**config.mk**
```make
export PLATFORM = sky130hd
export DESIGN_NAME = cmd_fifo_writer
export DESIGN_NICKNAME = d
export VERILOG_FILES = /design/src/rtl/cmd_fifo_writer.sv
export SDC_FILE = /design/constraint.sdc
export NUM_CORES = 1
export LEC_CHECK = 0
export CAP_MARGIN = 20
export CORE_MARGIN = 3
export CORE_UTILIZATION = 49
export CTS_BUF_LIST = sky130_fd_sc_hd__clkbuf_4 sky130_fd_sc_hd__clkbuf_8 sky130_fd_sc_hd__clkbuf_16
export DETAILED_ROUTE_END_ITERATION = 10
export PLACE_DENSITY = 0.84
export SLEW_MARGIN = 20
export SYNTH_ARGS = -nofsm -noshare
export SYNTH_HDL_FRONTEND = slang
export SYNTH_SLANG_ARGS = --single-unit
```
**constraint.sdc**
```tcl
create_clock -name wr_clk -period 2.57 [get_ports wr_clk]
set_input_delay 0.514 -clock wr_clk [delete_from_list [all_inputs] [get_ports wr_clk]]
set_output_delay 0.514 -clock wr_clk [all_outputs]
set_load 0.02 [all_outputs]
```
**src/rtl/cmd_fifo_writer.sv**
```systemverilog
// Byte-to-word command assembler feeding the write port of an async command FIFO.
// Optional mid-command idle timeout is compiled in with `define CMD_FIFO_WRITER_TIMEOUT_EN.
//
// state   | meaning
// IDLE    | waiting for a frame-start byte; stray bytes are dropped
// COLLECT | gathering bytes 1..NBYTES-1 of the current command
// PUSH    | word complete, held until the FIFO accepts it
module cmd_fifo_writer #(
   parameter int WIDTH          = 72,
   parameter int NBYTES         = WIDTH / 8,
   parameter int TIMEOUT_CYCLES = 255
) (
   input  logic             wr_clk,
   input  logic             wr_rst_n,
   input  logic             in_valid,
   input  logic [7:0]       in_data,
   input  logic             in_frame_start,
   output logic             in_ready,
   output logic             fifo_wr_en,
   output logic [WIDTH-1:0] fifo_wr_data,
   input  logic             fifo_full,
   input  logic             fifo_almost_full,
   output logic             busy,
   output logic [7:0]       drop_count,
   output logic             timeout_err
);

   localparam int IDX_W = (NBYTES > 1) ? $clog2(NBYTES + 1) : 1;

   if ((WIDTH % 8) != 0 || NBYTES < 1 || NBYTES * 8 > WIDTH || TIMEOUT_CYCLES < 1) begin : g_bad_param
      $error("cmd_fifo_writer: illegal WIDTH/NBYTES/TIMEOUT_CYCLES combination");
   end

   typedef enum logic [1:0] {
      IDLE    = 2'd0,
      COLLECT = 2'd1,
      PUSH    = 2'd2
   } state_t;

   state_t             state_q;
   logic [IDX_W-1:0]   idx_q;
   logic [WIDTH-1:0]   word_q;
   logic [WIDTH-1:0]   word_ins_d;
   logic [WIDTH-1:0]   word_first_d;
   logic [7:0]         drop_q;
   logic [7:0]         drop_inc_d;
   logic               accept;

   assign in_ready     = (state_q == IDLE)    ? !fifo_almost_full :
                         (state_q == COLLECT) ? 1'b1 : 1'b0;
   assign accept       = in_valid && in_ready;
   assign fifo_wr_en   = (state_q == PUSH) && !fifo_full;
   assign fifo_wr_data = word_q;
   assign busy         = (state_q != IDLE);
   assign drop_count   = drop_q;
   assign drop_inc_d   = (drop_q == 8'hFF) ? drop_q : drop_q + 8'd1;

   // A new frame always starts from a clean word so stale bytes never leak into a push.
   assign word_first_d = WIDTH'(in_data) << (WIDTH - 8);

   always_comb begin
      word_ins_d = word_q;
      for (int k = 0; k < NBYTES; k++) begin
         if (idx_q == IDX_W'(k)) word_ins_d[WIDTH-1-8*k -: 8] = in_data;
      end
   end

`ifdef CMD_FIFO_WRITER_TIMEOUT_EN
   localparam int CNT_W = $clog2(TIMEOUT_CYCLES + 1);
   logic [CNT_W-1:0] idle_cnt_q;
   logic             timeout_err_q;
   assign timeout_err = timeout_err_q;
`else
   assign timeout_err = 1'b0;
`endif

   always_ff @(posedge wr_clk or negedge wr_rst_n) begin
      if (!wr_rst_n) begin
         state_q       <= IDLE;
         idx_q         <= '0;
         word_q        <= '0;
         drop_q        <= '0;
`ifdef CMD_FIFO_WRITER_TIMEOUT_EN
         idle_cnt_q    <= '0;
         timeout_err_q <= 1'b0;
`endif
      end else begin
`ifdef CMD_FIFO_WRITER_TIMEOUT_EN
         timeout_err_q <= 1'b0;
`endif
         case (state_q)
            IDLE: begin
               if (accept) begin
                  if (in_frame_start) begin
                     word_q  <= word_first_d;
                     idx_q   <= IDX_W'(1);
                     state_q <= (NBYTES == 1) ? PUSH : COLLECT;
`ifdef CMD_FIFO_WRITER_TIMEOUT_EN
                     idle_cnt_q <= '0;
`endif
                  end else begin
                     drop_q <= drop_inc_d;
                  end
               end
            end
            COLLECT: begin
               if (accept) begin
`ifdef CMD_FIFO_WRITER_TIMEOUT_EN
                  idle_cnt_q <= '0;
`endif
                  if (in_frame_start) begin
                     drop_q <= drop_inc_d;
                     word_q <= word_first_d;
                     idx_q  <= IDX_W'(1);
                  end else begin
                     word_q <= word_ins_d;
                     idx_q  <= idx_q + IDX_W'(1);
                     if (idx_q == IDX_W'(NBYTES - 1)) state_q <= PUSH;
                  end
               end
`ifdef CMD_FIFO_WRITER_TIMEOUT_EN
               else if (idle_cnt_q == CNT_W'(TIMEOUT_CYCLES - 1)) begin
                  state_q       <= IDLE;
                  idx_q         <= '0;
                  word_q        <= '0;
                  idle_cnt_q    <= '0;
                  timeout_err_q <= 1'b1;
                  drop_q        <= drop_inc_d;
               end else begin
                  idle_cnt_q <= idle_cnt_q + CNT_W'(1);
               end
`endif
            end
            PUSH: begin
               if (fifo_wr_en) begin
                  state_q <= IDLE;
                  idx_q   <= '0;
               end
            end
            default: state_q <= IDLE;
         endcase
      end
   end

endmodule

```
==> flow_summary.yaml <==
die:
  ios: 98
  start_util_pct: 51.2
  rows: 31
  die_h_um: 93.7
  die-area_sq_mm: 0.00878
  coreArea_sq_mm: 0.00737
  die-width_um: 93.7
final_layout:
  fillers: 542
  diodes: 0
  final_nets: 407
  drive_above_1_share_pct: 19.9
  syn2layout_area_growth_pct: 35.2
  stdcell_count: 486
clock_tree:
  clock-sinks: 86
  clk_latency_ns: 0.36
  cts_tree: "built"
  cts_root_buffer: "clkbuf_8"
  clkTransAtPathRegs_ns: 0.08
  htreeDepth: 3
  clk_path_buf_depth: 2
  cts_buffers: 9
global_route:
  grt_pass1_vias: 2740
  grt_max_degree: 45
  grt_overflow: 0
  grt_use_total_pct: 22.4
  antenna_found_initial: 0
  grt_pass1_wl_mm: 14.7
placement:
  io_buffer_count: 96
  place_hpwl_mm: 6.58
  placed_cells: 471
  place_congestion: 0.840
  dp_slack_ns: 0.146
yosys:
  syn_avg_cell_area_sq_um: 13.3
  yosys.area.top_type_share_pct: 57.1
  ys_seq_area_share_pct: 57.1
  synth_nets: 307
  yosysUniqueCellTypes: 34
  syn_inst: 283
  synth-seq-cells: 86
  yosysTopAreaCell: "dfrtp_1"
  yosys_warnings: 0
  synth_area_sq_mm: 0.00377
  synth_area_leaders: "dfrtp_1 57%, mux2_2 15%, mux2_1 8.1%, ha_1 3.3%, a21o_1 1.8%"
timing:
  fin_ws_ns: 0.226
  rsz0062_at_grt: "no"
  period_needed_ns: 2.34
  finalClockSkew_ns: 0.00413
  finalHoldViolations: 0
  hold_ws_ns: 0.144
  finalSetupViolCount: 0
  slew_violations: 0
  period_share_pct: 91.2
  max_freq_ghz: 0.427
  slew_headroom_pct: 60.4
  tightest_slew_ns: 0.595
  fin_setup_tns_ns: 0
route:
  routed_wl_mm: 9.27
  ant_nets: 0
  avgViaCountPerCell: 5.40
  drc_errors: 0
  vias: 2622
  avgRoutedWirePerCell_um: 19.1
  firstDrtPassIters: 4
  first_iter_violations: 103
setup_path:
  cp-start-kind: "flop"
  cp-end-kind: "output pin"
  arrival_ns: 1.83
  cp_max_fo: 7
  criticalPathCategory: "flop to output pin"
  cp.required_ns: 2.06
power_and_ir_drop:
  max-vdd-ir-drop_mv: 0.792
  power.leakage_uw: 0.00238
  power_density_mw_per_mm2: 1320
run:
  cap_viol_max_count: 0
hold_path:
  hold_path_class: "input pin to asynchronous set/reset pin"
status:
  outcome: "finished, final reports clean"
[cells in the mapped netlist (all sizes together)]
cell	n
a21oi	10
nand2b	2
mux2	76
mux2i	2
nor2b	5
buf	2
dfrtp	86
o21ai	5
nand4	4
and4	1
nand3	4
nand3b	3
a2111oi	2
nor4	1
or4b	1
clkbuf	10
nand2	16
and2	9
a21o	9
inv	9
xor2	1
ha	10
conb	1
o41ai	1
o221ai	1
nor2	11
a32o	1
[flip-flops by register name (all words and copies together) (netlist names)]
signal	cells
drop_count	8
fifo_wr_data	72
state_q	2
idx_q	4
[placed cells by master, fill, tap and decap left out, types with 2 or more instances in the layout]
cell type / instances
mux2i_1: 2
clkdlybuf4s50_1: 94
nor2b_1: 5
nand3b_1: 3
mux2_1: 27
nand2_1: 16
nand4_1: 4
nand3_1: 4
nand2b_1: 2
a21o_1: 9
ha_1: 9
a21oi_1: 9
dfrtp_1: 86
bufinv_16: 3
mux2_2: 49
buf_4: 5
o21ai_0: 3
clkbuf_8: 10
and2_1: 9
inv_1: 9
nor2_1: 10
[power by group]
part           internal (uW)  switching (uW)  total [uW]
Sequential              1940             386        2330
Clock                    670             485        1160
Combinational           1600            1650        3250
Total                   4220            2520        6730
[kinds of logic (layout without fill, tap and decap cells)]
kind of cell    after synthesis  in the layout  synth area share, %
buf+inv                      21            125                 2.22
flops                        86             86                 57.1
other cells                   1              1               0.0995
simple gates                 57             57                 7.97
mux                          78             78                 23.2
xor+xnor                      1              1                0.232
compound gates               29             29                 5.84
fa+ha+maj                    10             10                 3.32
[cell type report]
cell class / count / area, sq um / share of cell area, %
well taps: 99 / 124 / 2.43
flip-flops and latches: 86 / 2150 / 42.2
clock buffers: 10 / 138 / 2.70
clock inverters: 5 / 106 / 2.09
inverters: 9 / 33.8 / 0.663
multi-input cells: 176 / 1540 / 30.1
repair buffers: 101 / 1010 / 19.8
[per-layer routing]
layer / up-vias / track usage (%) / part of all wire (%)
met5: - / 0 / 0
met4: 0 / 7.10 / 0.94
met3: 13 / 10.1 / 9.1
met2: 95 / 35.5 / 48
met1: 1325 / 27.4 / 42
li1: 1189 / - / -
[worst paths after layout]
kind,start,to,slack (ns),depth (start not counted)
worst max-delay path,state_q[0],busy,0.23,4
worst min-delay path,wr_rst_n,drop_count[0],0.14,1
worst max register to register,state_q[1],drop_count[1],0.39,6
worst min register to register,fifo_wr_data[2],fifo_wr_data[2],0.50,1
max in group asynchronous,wr_rst_n,fifo_wr_data[28],1.78,2
min in group wr_clk,fifo_wr_data[2],fifo_wr_data[2],0.50,1
[worst max-delay path, cell delays in order, from the launching register on]
cell	delay, ns
dfrtp_1	0.42
inv_1	0.10
ha_2	0.24
inv_1	0.10
clkdlybuf4s50_1	0.61
[per-stage QoR]
step	power, uW	cell area, sq um	util (%)
6_report	6730	5100	69.2
5_1_grt	7100	5100	69.2
4_1_cts	6780	5100	69.2
3_5_place_dp	5610	4850	65.8
3_3_place_gp	5470	4850	65.8
2_1_floorplan	3990	3770	-
[what timing repair did]
item                                    4_1_cts  5_1_grt
hold endpoints to repair                      0        0
resized for setup                             2        0
buffers inserted                              0        0
hold buffers                                  0        0
endpoints found under the setup margin        1        0
Note: power is estimated with default switching activity, not from simulation.
